**config.mk**
```make
export PLATFORM = sky130hd
export DESIGN_NAME = dot_product_accumulator
export DESIGN_NICKNAME = d
export VERILOG_FILES = /design/src/rtl/dot_product_accumulator_pkg.sv /design/src/rtl/dot_product_accumulator_multiplier.sv /design/src/rtl/dot_product_accumulator.sv
export SDC_FILE = /design/constraint.sdc
export NUM_CORES = 1
export LEC_CHECK = 0
export BUFFER_PORTS_ARGS = -buffer_cell sky130_fd_sc_hd__buf_2
export CORE_MARGIN = 3
export CORE_UTILIZATION = 59
export CTS_BUF_LIST = sky130_fd_sc_hd__clkbuf_4 sky130_fd_sc_hd__clkbuf_8 sky130_fd_sc_hd__clkbuf_16
export CTS_CLUSTER_DIAMETER = 100
export DETAILED_ROUTE_END_ITERATION = 10
export MAX_ROUTING_LAYER = met4
export PLACE_DENSITY = 0.82
export SYNTH_ARGS = -nofsm -noshare
export SYNTH_HDL_FRONTEND = slang
export SYNTH_HIERARCHICAL = 1
export SYNTH_SLANG_ARGS = --single-unit
```
**constraint.sdc**
```tcl
create_clock -name clk -period 2.6 [get_ports clk]
set_input_delay 0 -clock clk [delete_from_list [all_inputs] [get_ports clk]]
set_output_delay 0 -clock clk [all_outputs]
set_load 0.05 [all_outputs]
```
**src/rtl/dot_product_accumulator_pkg.sv**
```systemverilog
// Shared constants, width helper and FSM encoding for the dot-product accumulator.
package dot_product_accumulator_pkg;

    localparam int OPW = 4;

    // Result width: full product width plus enough headroom bits to sum n products.
    function automatic int acc_width(input int n);
        return 2 * OPW + $clog2(n);
    endfunction

    typedef enum logic [1:0] {
        ACCUM = 2'd0,
        LAST  = 2'd1,
        DONE  = 2'd2
    } state_e;

endpackage

```
**src/rtl/dot_product_accumulator_multiplier.sv**
```systemverilog
// Unsigned 4x4 combinational multiplier feeding the accumulator's product register.
module multiplier_4bit
    import dot_product_accumulator_pkg::*;
(
    input  logic [OPW-1:0]   a,
    input  logic [OPW-1:0]   b,
    output logic [2*OPW-1:0] p
);

    assign p = (2*OPW)'(a) * (2*OPW)'(b);

endmodule

```
**src/rtl/dot_product_accumulator.sv**
```systemverilog
// Streams operand pairs through one multiplier, sums N registered products per
// result, and holds each result until the consumer takes it.
module dot_product_accumulator
    import dot_product_accumulator_pkg::*;
#(
    parameter  int N    = 4,
    localparam int CNTW = $clog2(N),
    localparam int ACCW = acc_width(N)
) (
    input  logic            clk,
    input  logic            rst_n,
    input  logic            flush,
    input  logic            in_valid,
    output logic            in_ready,
    input  logic [OPW-1:0]  a_in,
    input  logic [OPW-1:0]  b_in,
    output logic            out_valid,
    input  logic            out_ready,
    output logic [ACCW-1:0] out_sum
);

    localparam logic [CNTW-1:0] LAST_IDX = CNTW'(N - 1);

    state_e            state_q, state_d;
    logic [CNTW-1:0]   count_q, count_d;
    logic [ACCW-1:0]   acc_q, acc_d;
    logic [2*OPW-1:0]  prod_q, prod_d;
    logic              prod_v_q, prod_v_d;
    logic              out_valid_q, out_valid_d;
    logic [ACCW-1:0]   out_sum_q, out_sum_d;
    logic              started_q;
    logic [2*OPW-1:0]  product;
    logic              accept;

    multiplier_4bit u_mult (
        .a (a_in),
        .b (b_in),
        .p (product)
    );

    // started_q keeps in_ready low until the first edge after reset release.
    assign in_ready  = started_q && (state_q == ACCUM) && !flush;
    assign accept    = in_valid && in_ready;
    assign out_valid = out_valid_q;
    assign out_sum   = out_sum_q;

    always_comb begin
        // NOTE: every signal gets a default before any branch, so no path leaves one unassigned and no latch is inferred.
        state_d     = state_q;
        count_d     = count_q;
        acc_d       = acc_q;
        prod_d      = prod_q;
        prod_v_d    = 1'b0;
        out_valid_d = out_valid_q;
        out_sum_d   = out_sum_q;

        if (accept) begin
            prod_d   = product;
            prod_v_d = 1'b1;
        end

        if (prod_v_q) begin
            acc_d = acc_q + ACCW'(prod_q);
        end

        unique case (state_q)
            ACCUM: begin
                if (accept) begin
                    if (count_q == LAST_IDX) begin
                        count_d = '0;
                        state_d = LAST;
                    end else begin
                        count_d = count_q + CNTW'(1);
                    end
                end
            end
            LAST: begin
                // The final product is still in prod_q, so fold it in directly.
                out_sum_d   = acc_q + ACCW'(prod_q);
                out_valid_d = 1'b1;
                acc_d       = '0;
                state_d     = DONE;
            end
            DONE: begin
                if (out_ready) begin
                    out_valid_d = 1'b0;
                    state_d     = ACCUM;
                end
            end
            default: begin
                state_d = ACCUM;
            end
        endcase

        // A completed result in DONE is protected from flush.
        if (flush && (state_q != DONE)) begin
            count_d     = '0;
            acc_d       = '0;
            prod_v_d    = 1'b0;
            out_valid_d = out_valid_q;
            out_sum_d   = out_sum_q;
            state_d     = ACCUM;
        end
    end

    always_ff @(posedge clk or negedge rst_n) begin
        if (!rst_n) begin
            state_q     <= ACCUM;
            count_q     <= '0;
            acc_q       <= '0;
            prod_q      <= '0;
            prod_v_q    <= 1'b0;
            out_valid_q <= 1'b0;
            out_sum_q   <= '0;
            started_q   <= 1'b0;
        end else begin
            // NOTE: non-blocking assignments here so every flop samples pre-edge values regardless of statement order.
            state_q     <= state_d;
            count_q     <= count_d;
            acc_q       <= acc_d;
            prod_q      <= prod_d;
            prod_v_q    <= prod_v_d;
            out_valid_q <= out_valid_d;
            out_sum_q   <= out_sum_d;
            started_q   <= 1'b1;
        end
    end

endmodule

```
==> flow_summary.ini <==
[run_status]
status = finished clean

[clocking]
htreeDepth = 2
clk_path_buf_depth = 2
clk_pin_slew_ps = 60
cts_root_buf = clkbuf_8
cts.sinks = 35
cts_tree = built
post_cts_buffers = 0
cts_buffers = 5
insertion_delay_ps = 290

[power_and_ir_drop]
internal_power_uw = 1220
switching_share = 0.430
power_density_nw_per_um2 = 820
power_frac_clock = 0.185
combPwrFrac = 0.459
total_power_uw = 2150
vdd_drop_max_uv = 435
power.leakage_uw = 0.00131
sequentialPowerShare = 0.356
switchingPower_uw = 924

[sta]
fmax_mhz = 453
hold_violations = 0
period_share = 0.849
tns_ps = 0
slew_violations = 0
finalSetupViolations = 0
setup_ws_ps = 392
skew_ps = 7.87
period_minus_slack_ps = 2210
slew_headroom = 0.495
worst_slew_pin_slew_ps = 758
rsz0062_at_grt = false

[placed_design]
preCtsSetupSlack_ps = 89.6
place_hpwl_um = 3280
place_inst = 318
io_buffers = 24
gp_congestion = 0.909

[final_layout]
nFillCells = 299
area_growth_pct = 10.7
multiInputGateArea_um2 = 1400
post-route-util = 0.694
n_antenna_cell = 0
drive_above_1_share = 0.172
fin_cells = 327
regArea_um2 = 876
nets = 321

[logic_synthesis]
yosysMostFrequentCell = nand2_1
ys_types = 51
synth_top_family_by_area = simple AND/OR/NAND/NOR gates
synth_area_per_cell_um2 = 9.38
synth_top_cell_by_area = dfrtp_1
asyncSetResetFlopFracSynth = 1.00
synth_compound_area_frac = 0.135
syn_nets = 295
syn_inst = 252
synth_area_um2 = 2360
ys_top_cells_by_count = nand2_1, dfrtp_1, ha_1
ys_warn_count = 6
synthMuxAreaShare = 0.0397
synth-seq-cells = 35
synth-simple-area-share = 0.205
synthAdderAreaFrac = 0.175
synth_ff_type = dfrtp_1
yosys-top-cells-area = dfrtp_1, ha_1, nand2_1
synthXorXnorAreaFrac = 0.0371
synth_edf_count = 0
synth_seq_area_share = 0.371
yosysTopAreaCellShare = 0.371

[floorplan]
initial_core_util = 0.627
dieWidth_um = 69.3
core_um2 = 3770
dieHeight_um = 69.3
rows = 22
io_pins = 25
die_area_um2 = 4800

[drt]
final_antenna_net_count = 0
wirelength_um = 4310
drc_errors = 0
first_pass_iters = 4
avgRoutedWirePerCell_um = 13.2
vias = 1793
drt_iter0_drc = 86
vias_per_cell = 5.48

[global_route]
grt_pass1_wl_um = 7840
track_usage = 0.205
grt_max_degree = 36
grt_overflow = 0
grt_pass1_vias = 1789
antenna_found_initial = 0

[critical_path]
critical_path_class = primary input to flop
start_kind = primary input
end_kind = flop
worstPathRequired_ps = 2820
crit_path_max_fanout = 4
reg2reg_setup_slack_ps = 430
cp.arrival_ps = 2430

[job]
drv_cap = 0

[worst_hold_path]
hold_class = primary input to flop
[repair_timing]
item | CTS | global route
gates resized for setup | 0 | 0
hold endpoints to repair | 35 | 0
setup endpoints to repair | 0 | 0
hold buffers | 1 | 0
[state kept, by name, summed over array words and instances (netlist names)]
name	cells
acc_q	10
out_sum	10
prod_q	8
count_q	2
state_q	2
out_valid	1
prod_v_q	1
started_q	1
[cells in the final DEF (no fill, tap or decap), drive strengths merged, types with 5 or more instances in the layout]
master,instances
a211oi,5
nand2,46
xor2,7
inv,16
fa,5
clkbuf,7
and2,15
o21ai,16
ha,25
nor2,14
dfrtp,35
mux2i,6
a21oi,14
buf,24
[final timing paths]
path / end / startpoint / cells after the start
min reg2reg: out_sum[9]$_DFFE_PN0P_ / out_sum[9]$_DFFE_PN0P_ / 2
min in group asynchronous: out_sum[6]$_DFFE_PN0P_ / rst_n / 2
max: prod_q[7]$_DFFE_PN0P_ / a_in[0] / 11
max reg2reg: acc_q[6]$_DFFE_PN0P_ / prod_q[0]$_DFFE_PN0P_ / 8
max in group asynchronous: prod_q[7]$_DFFE_PN0P_ / rst_n / 2
min: out_valid$_DFFE_PN0P_ / out_ready / 4
[stage by stage]
stage | hold slack (ps) | area [um^2]
after CTS | 26.1 | 2620
after global routing | 66.9 | 2620
final | 32.2 | 2620
after floorplan | -296 | 2360
after detailed placement | 118 | 2520
after global placement | 111 | 2520
[power groups by stage]
stage          registers [uW]  clock network (uW)  logic, uW
2_1_floorplan             951                   0        592
3_3_place_gp              767                   0        961
3_5_place_dp              774                   0        980
4_1_cts                   765                 409        992
5_1_grt                   785                 434       1110
6_report                  765                 396        985
[cell families (layout without fill, tap and decap cells)]
| family | Yosys count | in the layout |
|---|---|---|
| other | 1 | 1 |
| adder cells (fa/ha/maj) | 30 | 30 |
| flip-flops | 35 | 35 |
| buffers and inverters | 22 | 49 |
| XOR/XNOR | 10 | 10 |
| multiplexers | 9 | 9 |
| AO/OA/AOI/OAI | 48 | 48 |
| AND/OR/NAND/NOR | 97 | 97 |
[area by class of cell]
class	instances	share of cell area
Clock buffer	7	0.0320
Clock inverter	1	0.00191
Inverter	16	0.0230
Multi-Input combinational cell	195	0.536
Sequential cell	35	0.335
Tap cell	48	0.0230
Timing Repair Buffer	25	0.0497
[metal layers]
metal  track usage  vias up  share of wire
met1         0.239      836           0.46
met5             -        -              0
li1              -      910              -
met4        0.0651        0          0.013
met2         0.347       42           0.48
met3        0.0522        5          0.046
[worst max-delay path: stages]
cell and delay (ps):
buf_2 100, nand2_1 80, fa_1 540, inv_1 60
fa_1 530, ha_1 330, a211oi_1 80, or4b_1 500
o2111ai_1 100, nand2_1 70, nand2_1 50
Note: power is estimated with default switching activity, not from simulation.
